**src/rtl/pc_sequencer.sv**
```systemverilog
// pc_sequencer: program-counter sequencer with branch/jump/jr selection,
// misaligned-target trap, permanent halt and a saturating retire counter.
//
// Ports:
//   i_clk            clock, all state on rising edge
//   i_reset          synchronous active-high reset
//   i_imem_ready     current fetch complete, PC may advance
//   i_branch/i_zero  conditional branch, taken iff both set
//   i_branch_offset  sign-extended word offset (shifted here)
//   i_jump/i_jump_target   absolute jump
//   i_jump_reg/i_rs_value  register jump (jr)
//   i_halt           permanent stop request
//   i_trap_ack       release a pending trap
//   o_pc             registered program counter
//   o_pc_plus4       o_pc + 4 (combinational)
//   o_state          RUN=00, HALT=01, TRAP=10
//   o_trap           high while in TRAP
//   o_badaddr        last misaligned target
//   o_instr_count    saturating count of retired PC advances
module pc_sequencer #(
  parameter logic [31:0] RESET_PC = 32'h0000_0000,
  parameter logic [31:0] TRAP_PC  = 32'h0000_0080
) (
  input  logic        i_clk,
  input  logic        i_reset,
  input  logic        i_imem_ready,
  input  logic        i_branch,
  input  logic        i_zero,
  input  logic [31:0] i_branch_offset,
  input  logic        i_jump,
  input  logic [31:0] i_jump_target,
  input  logic        i_jump_reg,
  input  logic [31:0] i_rs_value,
  input  logic        i_halt,
  input  logic        i_trap_ack,
  output logic [31:0] o_pc,
  output logic [31:0] o_pc_plus4,
  output logic [1:0]  o_state,
  output logic        o_trap,
  output logic [31:0] o_badaddr,
  output logic [31:0] o_instr_count
);

  typedef enum logic [1:0] {
    StRun  = 2'b00,
    StHalt = 2'b01,
    StTrap = 2'b10
  } state_e;

  state_e      r_state;
  state_e      w_state_next;
  logic [31:0] r_pc;
  logic [31:0] r_badaddr;
  logic [31:0] r_instr_count;

  logic [31:0] w_pc_plus4;
  logic [31:0] w_branch_target;
  logic [31:0] w_candidate;
  logic        w_misaligned;
  logic        w_advance;

  assign w_pc_plus4      = r_pc + 32'd4;
  assign w_branch_target = w_pc_plus4 + {i_branch_offset[29:0], 2'b00};

  // Priority: jr > jump > taken branch > sequential.
  always_comb begin
    w_candidate = w_pc_plus4;
    if (i_jump_reg) begin
      w_candidate = i_rs_value;
    end else if (i_jump) begin
      w_candidate = i_jump_target;
    end else if (i_branch && i_zero) begin
      w_candidate = w_branch_target;
    end
  end

  assign w_misaligned = |w_candidate[1:0];
  // A fetch completes in RUN without a halt request: either retire or trap.
  assign w_advance    = (r_state == StRun) && i_imem_ready && !i_halt;

  // State register
  always_ff @(posedge i_clk) begin
    if (i_reset) begin
      r_state <= StRun;
    end else begin
      r_state <= w_state_next;
    end
  end

  // Next-state logic
  always_comb begin
    w_state_next = r_state;
    unique case (r_state)
      StRun: begin
        if (i_imem_ready) begin
          if (i_halt) begin
            w_state_next = StHalt;
          end else if (w_misaligned) begin
            w_state_next = StTrap;
          end
        end
      end
      StTrap: begin
        if (i_trap_ack) begin
          w_state_next = StRun;
        end
      end
      StHalt:  w_state_next = StHalt;
      default: w_state_next = StRun;
    endcase
  end

  // Outputs
  always_comb begin
    o_trap  = (r_state == StTrap);
    o_state = r_state;
  end

  // Datapath registers
  always_ff @(posedge i_clk) begin
    if (i_reset) begin
      r_pc          <= RESET_PC;
      r_badaddr     <= 32'd0;
      r_instr_count <= 32'd0;
    end else if (w_advance) begin
      if (w_misaligned) begin
        r_pc      <= TRAP_PC;
        r_badaddr <= w_candidate;
      end else begin
        r_pc <= w_candidate;
        if (r_instr_count != 32'hFFFF_FFFF) begin
          r_instr_count <= r_instr_count + 32'd1;
        end
      end
    end
  end

  assign o_pc          = r_pc;
  assign o_pc_plus4    = w_pc_plus4;
  assign o_badaddr     = r_badaddr;
  assign o_instr_count = r_instr_count;

endmodule
```
**config.mk**
```make
export PLATFORM = sky130hd
export DESIGN_NAME = pc_sequencer
export DESIGN_NICKNAME = d
export VERILOG_FILES = /design/src/rtl/pc_sequencer.sv
export SDC_FILE = /design/constraint.sdc
export NUM_CORES = 1
export LEC_CHECK = 0
export CAP_MARGIN = 20
export CORE_MARGIN = 1
export CORE_UTILIZATION = 50
export DETAILED_ROUTE_END_ITERATION = 10
export MAX_ROUTING_LAYER = met4
export PLACE_DENSITY = 0.93
export SYNTH_ARGS = -nofsm -noshare
export SYNTH_HDL_FRONTEND = slang
export SYNTH_SLANG_ARGS = --single-unit
```
**constraint.sdc**
```tcl
create_clock -name i_clk -period 8.28 [get_ports i_clk]
set_clock_uncertainty 0.1 [all_clocks]
set_input_delay 1.656 -clock i_clk [delete_from_list [all_inputs] [get_ports i_clk]]
set_output_delay 1.656 -clock i_clk [all_outputs]
set_load 0.05 [all_outputs]
```
### After elaboration in Yosys (flattened, before gate mapping)

Index checks and enable logic that the tools add are counted.

| word-level totals | value |
|---|---|
| bits in registers | 98 |
| bits in latches | 0 |
| RAM bits | 0 |
| memory bits (read-only) | 0 |
| input port bits | 105 |
| output and inout port bits | 131 |
| memories | 0 |

| operators by class | value |
|---|---|
| add/subtract/negate cells | 3 |
| $mul | 0 |
| divide/modulo/power cells | 0 |
| magnitude comparators | 0 |
| equal/unequal tests | 6 |
| shift operators | 0 |
| multiplexer cells | 9 |
| bitwise operators | 1 |
| reductions and logical operators | 9 |

Operator list:

| operator | count |
|---|---|
| two-way mux 32 bit | 4 |
| adder 32 x 1 -> 32 bit (second input constant) | 1 |
| adder 32 x 3 -> 32 bit (second input constant) | 1 |
| adder 32 bit | 1 |
| inequality test 32 bit (second input constant) | 1 |
| two-way mux 2 bit | 4 |
| one-hot mux 2 bit (3 select lines) | 1 |
| AND reduction 3 bit | 2 |
| inequality test 2 bit (second input constant) | 2 |
| logical AND 1 bit | 3 |
| inequality test 3 bit (second input constant) | 1 |
| == test 2 x 1 -> 1 bit (second input constant) | 1 |
| == test 2 bit (second input constant) | 1 |
| logical NOT 2 bit | 1 |
| AND reduction 2 bit | 1 |
| OR reduction 2 bit | 1 |
| logical NOT 1 bit | 1 |
| inverter 1 bit | 1 |

### Logic depth before layout (Yosys ltp)

| logic depth | value |
|---|---|
| depth in word-level cells | 10 |
| mapped depth | 17 |

### Worst setup path before layout

Ideal clock, no wire load.

| timing path | value |
|---|---|
| kind | register to register |
| start point | register r_pc[2] (netlist: o_pc[2]) |
| end point | register r_pc[31] (netlist: o_pc[31]) |
| setup time | 0.117 ns |
| data arrival time | 5.019 ns |
| required time | 8.063 ns |
| path slack | 3.044 ns |
| stages on the path, launching flop included | 18 |
| clock period less this slack | 5.236 ns |
| cells stage by stage | dfxtp_1 > ha_1 > and4_1 > nand4_1 > nor2_1 > nand3_1 > xnor2_1 > ha_1 > clkbuf_1 > o21ai_0 > a21oi_1 > o221a_2 > a2111o_1 > o211a_1 > a211oi_2 > xnor2_1 > a21bo_1 > a32o_1 |

| between the ends | value |
|---|---|
| cells in the longest elaborated chain, start to end | 6 |

Ends and longest elaborated chain:

| what | line | source |
|---|---|---|
| from (decl) | 52 | `logic [31:0] r_pc;` |
| from (signal assigned) | 130 | `r_pc <= w_candidate;` |
| adder 32 x 3 -> 32 bit | 62 | `assign w_pc_plus4 = r_pc + 32'd4;` |
| net o_pc_plus4[24] | 37 | `output logic [31:0] o_pc_plus4,` |
| adder 32 bit | 63 | `assign w_branch_target = w_pc_plus4 + {i_branch_offset[29:0], 2'b00};` |
| two-way mux 32 bit | 72 | `end else if (i_branch && i_zero) begin` |
| two-way mux 32 bit | 70 | `end else if (i_jump) begin` |
| two-way mux 32 bit | 68 | `if (i_jump_reg) begin` |
| two-way mux 32 bit | 126 | `if (w_misaligned) begin` |

The timed path passes the listed nets, and every way through them passes these cells.
A chain may end at the register's enable or synchronous reset.

### Worst setup path in the final report

| timing path | value |
|---|---|
| start point | register r_pc[2] (netlist: o_pc[2]) |
| end point | output port o_pc_plus4[28] |

| between the ends | value |
|---|---|
| cells in the longest elaborated chain, start to end | 1 |

Ends and longest elaborated chain:

| what | line |
|---|---|
| adder 32 x 3 -> 32 bit | 62 |
| to (decl) | 37 |

Every way passes these cells.

==> results by group <==
Synth
  – Area contributors post-synth: dfxtp_1, ha_1, nor2_1
  – Yosys top cell area share: 0.289
  – Synthesized instance count: 866
  – Count of state elements after synthesis: 98
  – Post-synthesis mux area share: 0.00884
  – Count of flip-flops with a built-in enable after synthesis: 0
  – Top cell type by total area after synthesis: dfxtp_1
  – Synth cell types: 81
  – Post-Syn Area: 0.00679 mm²
  – YS warnings: 0
  – Synth Area in Compound Gates: 0.252
  – Post-synthesis xor/xnor area fraction: 0.0916
  – Synthesized area per cell: 7.84 µm²
  – Seq/Total Area, Yosys: 0.289
  – Synth Net Count: 1,009
  – Fraction of registers with async set/reset: 0
  – Dominant register cell in the synthesized netlist: dfxtp_1
  – Main combinational cell family by area after synthesis: compound AO/OA/AOI/OAI gates
  – Post-Synth Simple-Gate Area: 0.246
  – Post-Synth Adder-Cell Area: 0.0711

STA
  – Finish-stage setup viols: 0
  – Number of hold violations in the final report: 0
  – Final period util: 0.640
  – Setup tns final: 0 ns
  – RSZ-0062 raised after global routing: no
  – Achievable frequency: 0.189 GHz
  – Crit path time final: 5.30 ns
  – Final slew viol count: 0
  – Measured slew at the worst slew-check pin: 0.939 ns
  – Slew headroom: 0.372

Critical path
  – CP max-delay cell: clkdlybuf4s50_1
  – CP Cell Sequence: ha_1 -> and4_1 -> nand4_1 -> nor2_1 -> nand4_1 -> xnor2_1 -> clkdlybuf4s50_1
  – Family with the most delay on the worst path: simple AND/OR/NAND/NOR gates
  – Critical path type: register to primary output
  – Worst Path Max Fanout: 7
  – Register-to-Register Path Depth: 16
  – RR Endpoint: o_pc[31]
  – Worst EP required: 6.52 ns
  – Buf+Inv Stages, Crit Path: 1
  – Worst path max stage delay: 0.89 ns
  – Critical Path AT: 3.54 ns
  – Reg2reg start: o_pc[2]
  – Critical path endpoint category: primary output
  – Most Frequent Cell on Critical Path: nand4_1
  – Critical path startpoint category: register
  – FF-to-FF setup slack: 3.39 ns

Routing
  – TritonRoute pass-1 iters: 5
  – Starting DRT DRC Count: 599
  – Via density per instance: 6.00
  – Post-DRT Antenna Nets: 0
  – Post-Route WL: 23,600 µm
  – Average routed wire per standard cell: 18.9 µm
  – Via count: 7,496
  – Drt drc: 0

Clock network
  – Setup bufs post-CTS: 0
  – Maximum clock path buffer count: 2
  – Post-CTS resize count: 0
  – CTS tree: done
  – Worst-Skew Late Latency: 0.34 ns
  – CTS Buf Count: 9
  – H-Tree Depth: 3
  – Post-CTS Hold Buffers: 0
  – Clk pin slew, worst setup/hold paths: 0.06 ns
  – Root buf cell: clkbuf_16
  – Clock sinks: 98

Placement
  – Routability Congestion: 0.954
  – IO buf count: 233
  – Placed cells: 1,236
  – Post-DP Area: 0.00916 mm²
  – Post-DP HPWL: 17,900 µm

Cells and area
  – Final layout net count: 1,214
  – Share of cells above drive strength 1: 0.0400
  – Final Instance Count excl. Fillers: 1,250
  – P&R area growth vs syn: 39.4%
  – Fill cell count: 1,041
  – Fin area: 0.00947 mm²
  – Diodes inserted: 0

Worst hold path
  – Hold Path Class: register to register
  – Hold Path Depth: 2
  – Hold_sp: o_badaddr[15]
  – Worst Hold Endpoint: o_badaddr[15]

GRT
  – Global route overflow: 0
  – First-pass GRT wire length: 37,300 µm
  – Vias in the first global route: 7,363
  – Antenna violations before repair: 0
  – GRT Total Usage: 0.343
  – Largest net degree at the start of global routing: 82

Floorplan
  – Die area: 0.0141 mm²
  – Core area: 0.0132 mm²
  – Chip width: 119 µm
  – Initial Util: 0.513
  – Num rows: 42
  – Die height: 119 µm
  – I/O pins: 236

Power and ir drop
  – Final Power: 1.29 mW
  – Leak: 3.53 nW
  – Max VDD drop: 0.148 mV
  – PD cells: 136 mW/mm²

Job
  – Max cap viols: 0

Status
  – Status: completed
synth_stat cells, types with 5 or more instances:
| cell | n |
|---|---|
| a211oi_1 | 15 |
| a21o_1 | 10 |
| a21oi_1 | 62 |
| a221o_1 | 5 |
| a22o_1 | 5 |
| a22oi_1 | 8 |
| a31oi_1 | 9 |
| and2_1 | 8 |
| and3_1 | 12 |
| and4_1 | 13 |
| clkbuf_1 | 28 |
| dfxtp_1 | 98 |
| ha_1 | 37 |
| inv_1 | 12 |
| mux2i_1 | 6 |
| nand2_1 | 100 |
| nand2b_1 | 6 |
| nand3_1 | 24 |
| nand4_1 | 19 |
| nor2_1 | 106 |
| nor3_1 | 20 |
| o211ai_1 | 9 |
| o21a_1 | 13 |
| o21ai_0 | 46 |
| o21bai_1 | 6 |
| o221ai_1 | 5 |
| o22ai_1 | 8 |
| or3_1 | 12 |
| xnor2_1 | 38 |
| xor2_1 | 33 |
power breakdown:
part / switching [mW] / internal (mW) / leakage, nW
Combinational: 0.212 / 0.139 / 2.58
Clock: 0.168 / 0.269 / 0.151
Sequential: 0.0143 / 0.486 / 0.794
sequential cells by signal, summed over array words and instances, names as in the netlist:
register	cells
o_state	2
o_badaddr	32
o_instr_count	32
o_pc	32
final cells by class:
class                      instances  area, µm²  area share
inverter                          13       48.8     0.00515
clock buffer                      11        243      0.0256
timing repair buffer             239       2370       0.251
clock inverter                     3       65.1     0.00687
sequential                        98       1960       0.207
multi-input combinational        710       4560       0.481
tap                              176        220      0.0233
worst max path at each step:
stage	from	to	slack [ns]	cells after the start
2_1_floorplan	o_pc[2]	o_pc[31]	3.04	17
3_3_place_gp	i_branch_offset[0]	o_badaddr[28]	3.14	12
3_5_place_dp	i_branch_offset[0]	o_badaddr[28]	3.15	12
4_1_cts	o_pc[2]	o_pc_plus4[28]	3.02	7
5_1_grt	o_pc[2]	o_pc_plus4[28]	2.83	7
6_report	o_pc[2]	o_pc_plus4[28]	2.98	7
cells in the final DEF, fill, tap and decap left out, types with 4 or more instances in the layout:
| master | count |
|---|---|
| and3_1 | 12 |
| a211oi_1 | 15 |
| xor2_1 | 33 |
| o22ai_1 | 8 |
| buf_4 | 6 |
| a21oi_1 | 62 |
| a22oi_1 | 8 |
| nor2_1 | 105 |
| or3_1 | 12 |
| a221o_1 | 5 |
| dfxtp_1 | 98 |
| xnor2_1 | 38 |
| a31oi_1 | 9 |
| o21bai_1 | 6 |
| a221oi_1 | 4 |
| nand3_1 | 24 |
| mux2i_1 | 6 |
| nand4_1 | 19 |
| nand2b_1 | 6 |
| o21a_1 | 13 |
| a22o_1 | 5 |
| inv_1 | 12 |
| and4_1 | 13 |
| and2_1 | 8 |
| clkbuf_16 | 9 |
| nand2_1 | 100 |
| o211ai_1 | 9 |
| clkdlybuf4s50_1 | 232 |
| nor3_1 | 20 |
| o21ai_0 | 46 |
| a21o_1 | 10 |
| ha_1 | 37 |
| o31ai_1 | 4 |
| o221ai_1 | 5 |
through the flow:
stage / util / hold slack, ns / worst slack [ns]
4_1_cts: 0.715 / 0.354 / 3.02
3_3_place_gp: 0.692 / 0.341 / 3.14
3_5_place_dp: 0.692 / 0.345 / 3.15
2_1_floorplan: - / 0.575 / 3.04
6_report: 0.715 / 0.354 / 2.98
5_1_grt: 0.715 / 0.372 / 2.83
cells by family (layout without fill, tap and decap cells):
logic type,Yosys count,after routing
simple gates,344,344
compound gates,251,251
flops,98,98
xor+xnor,71,71
buf+inv,58,266
fa+ha+maj,38,38
mux,6,6
routing by layer:
metal / vias to the layer above / wire, µm / GRT usage
li1: 3570 / - / -
met1: 3512 / 9480 / 0.396
met2: 331 / 11200 / 0.561
met3: 83 / 1550 / 0.0637
met4: 0 / 1360 / 0.191
met5: - / 0 / -
worst reg2reg max path: stages (launching register included):
cell and delay [ns]:
dfxtp_1 0.44, ha_1 0.26, and4_1 0.33, nand4_1 0.30, nor2_1 0.42, nand3_1 0.15, xnor2_1 0.38, ha_1 0.33
nand4_1 0.19, nor3_1 0.50, and3_1 0.24, a31o_2 0.16, o21ai_0 0.16, a211oi_2 0.24, xnor2_1 0.09, a21bo_1 0.24
a32o_1 0.25
No activity file was read; power rests on OpenSTA's default activity.
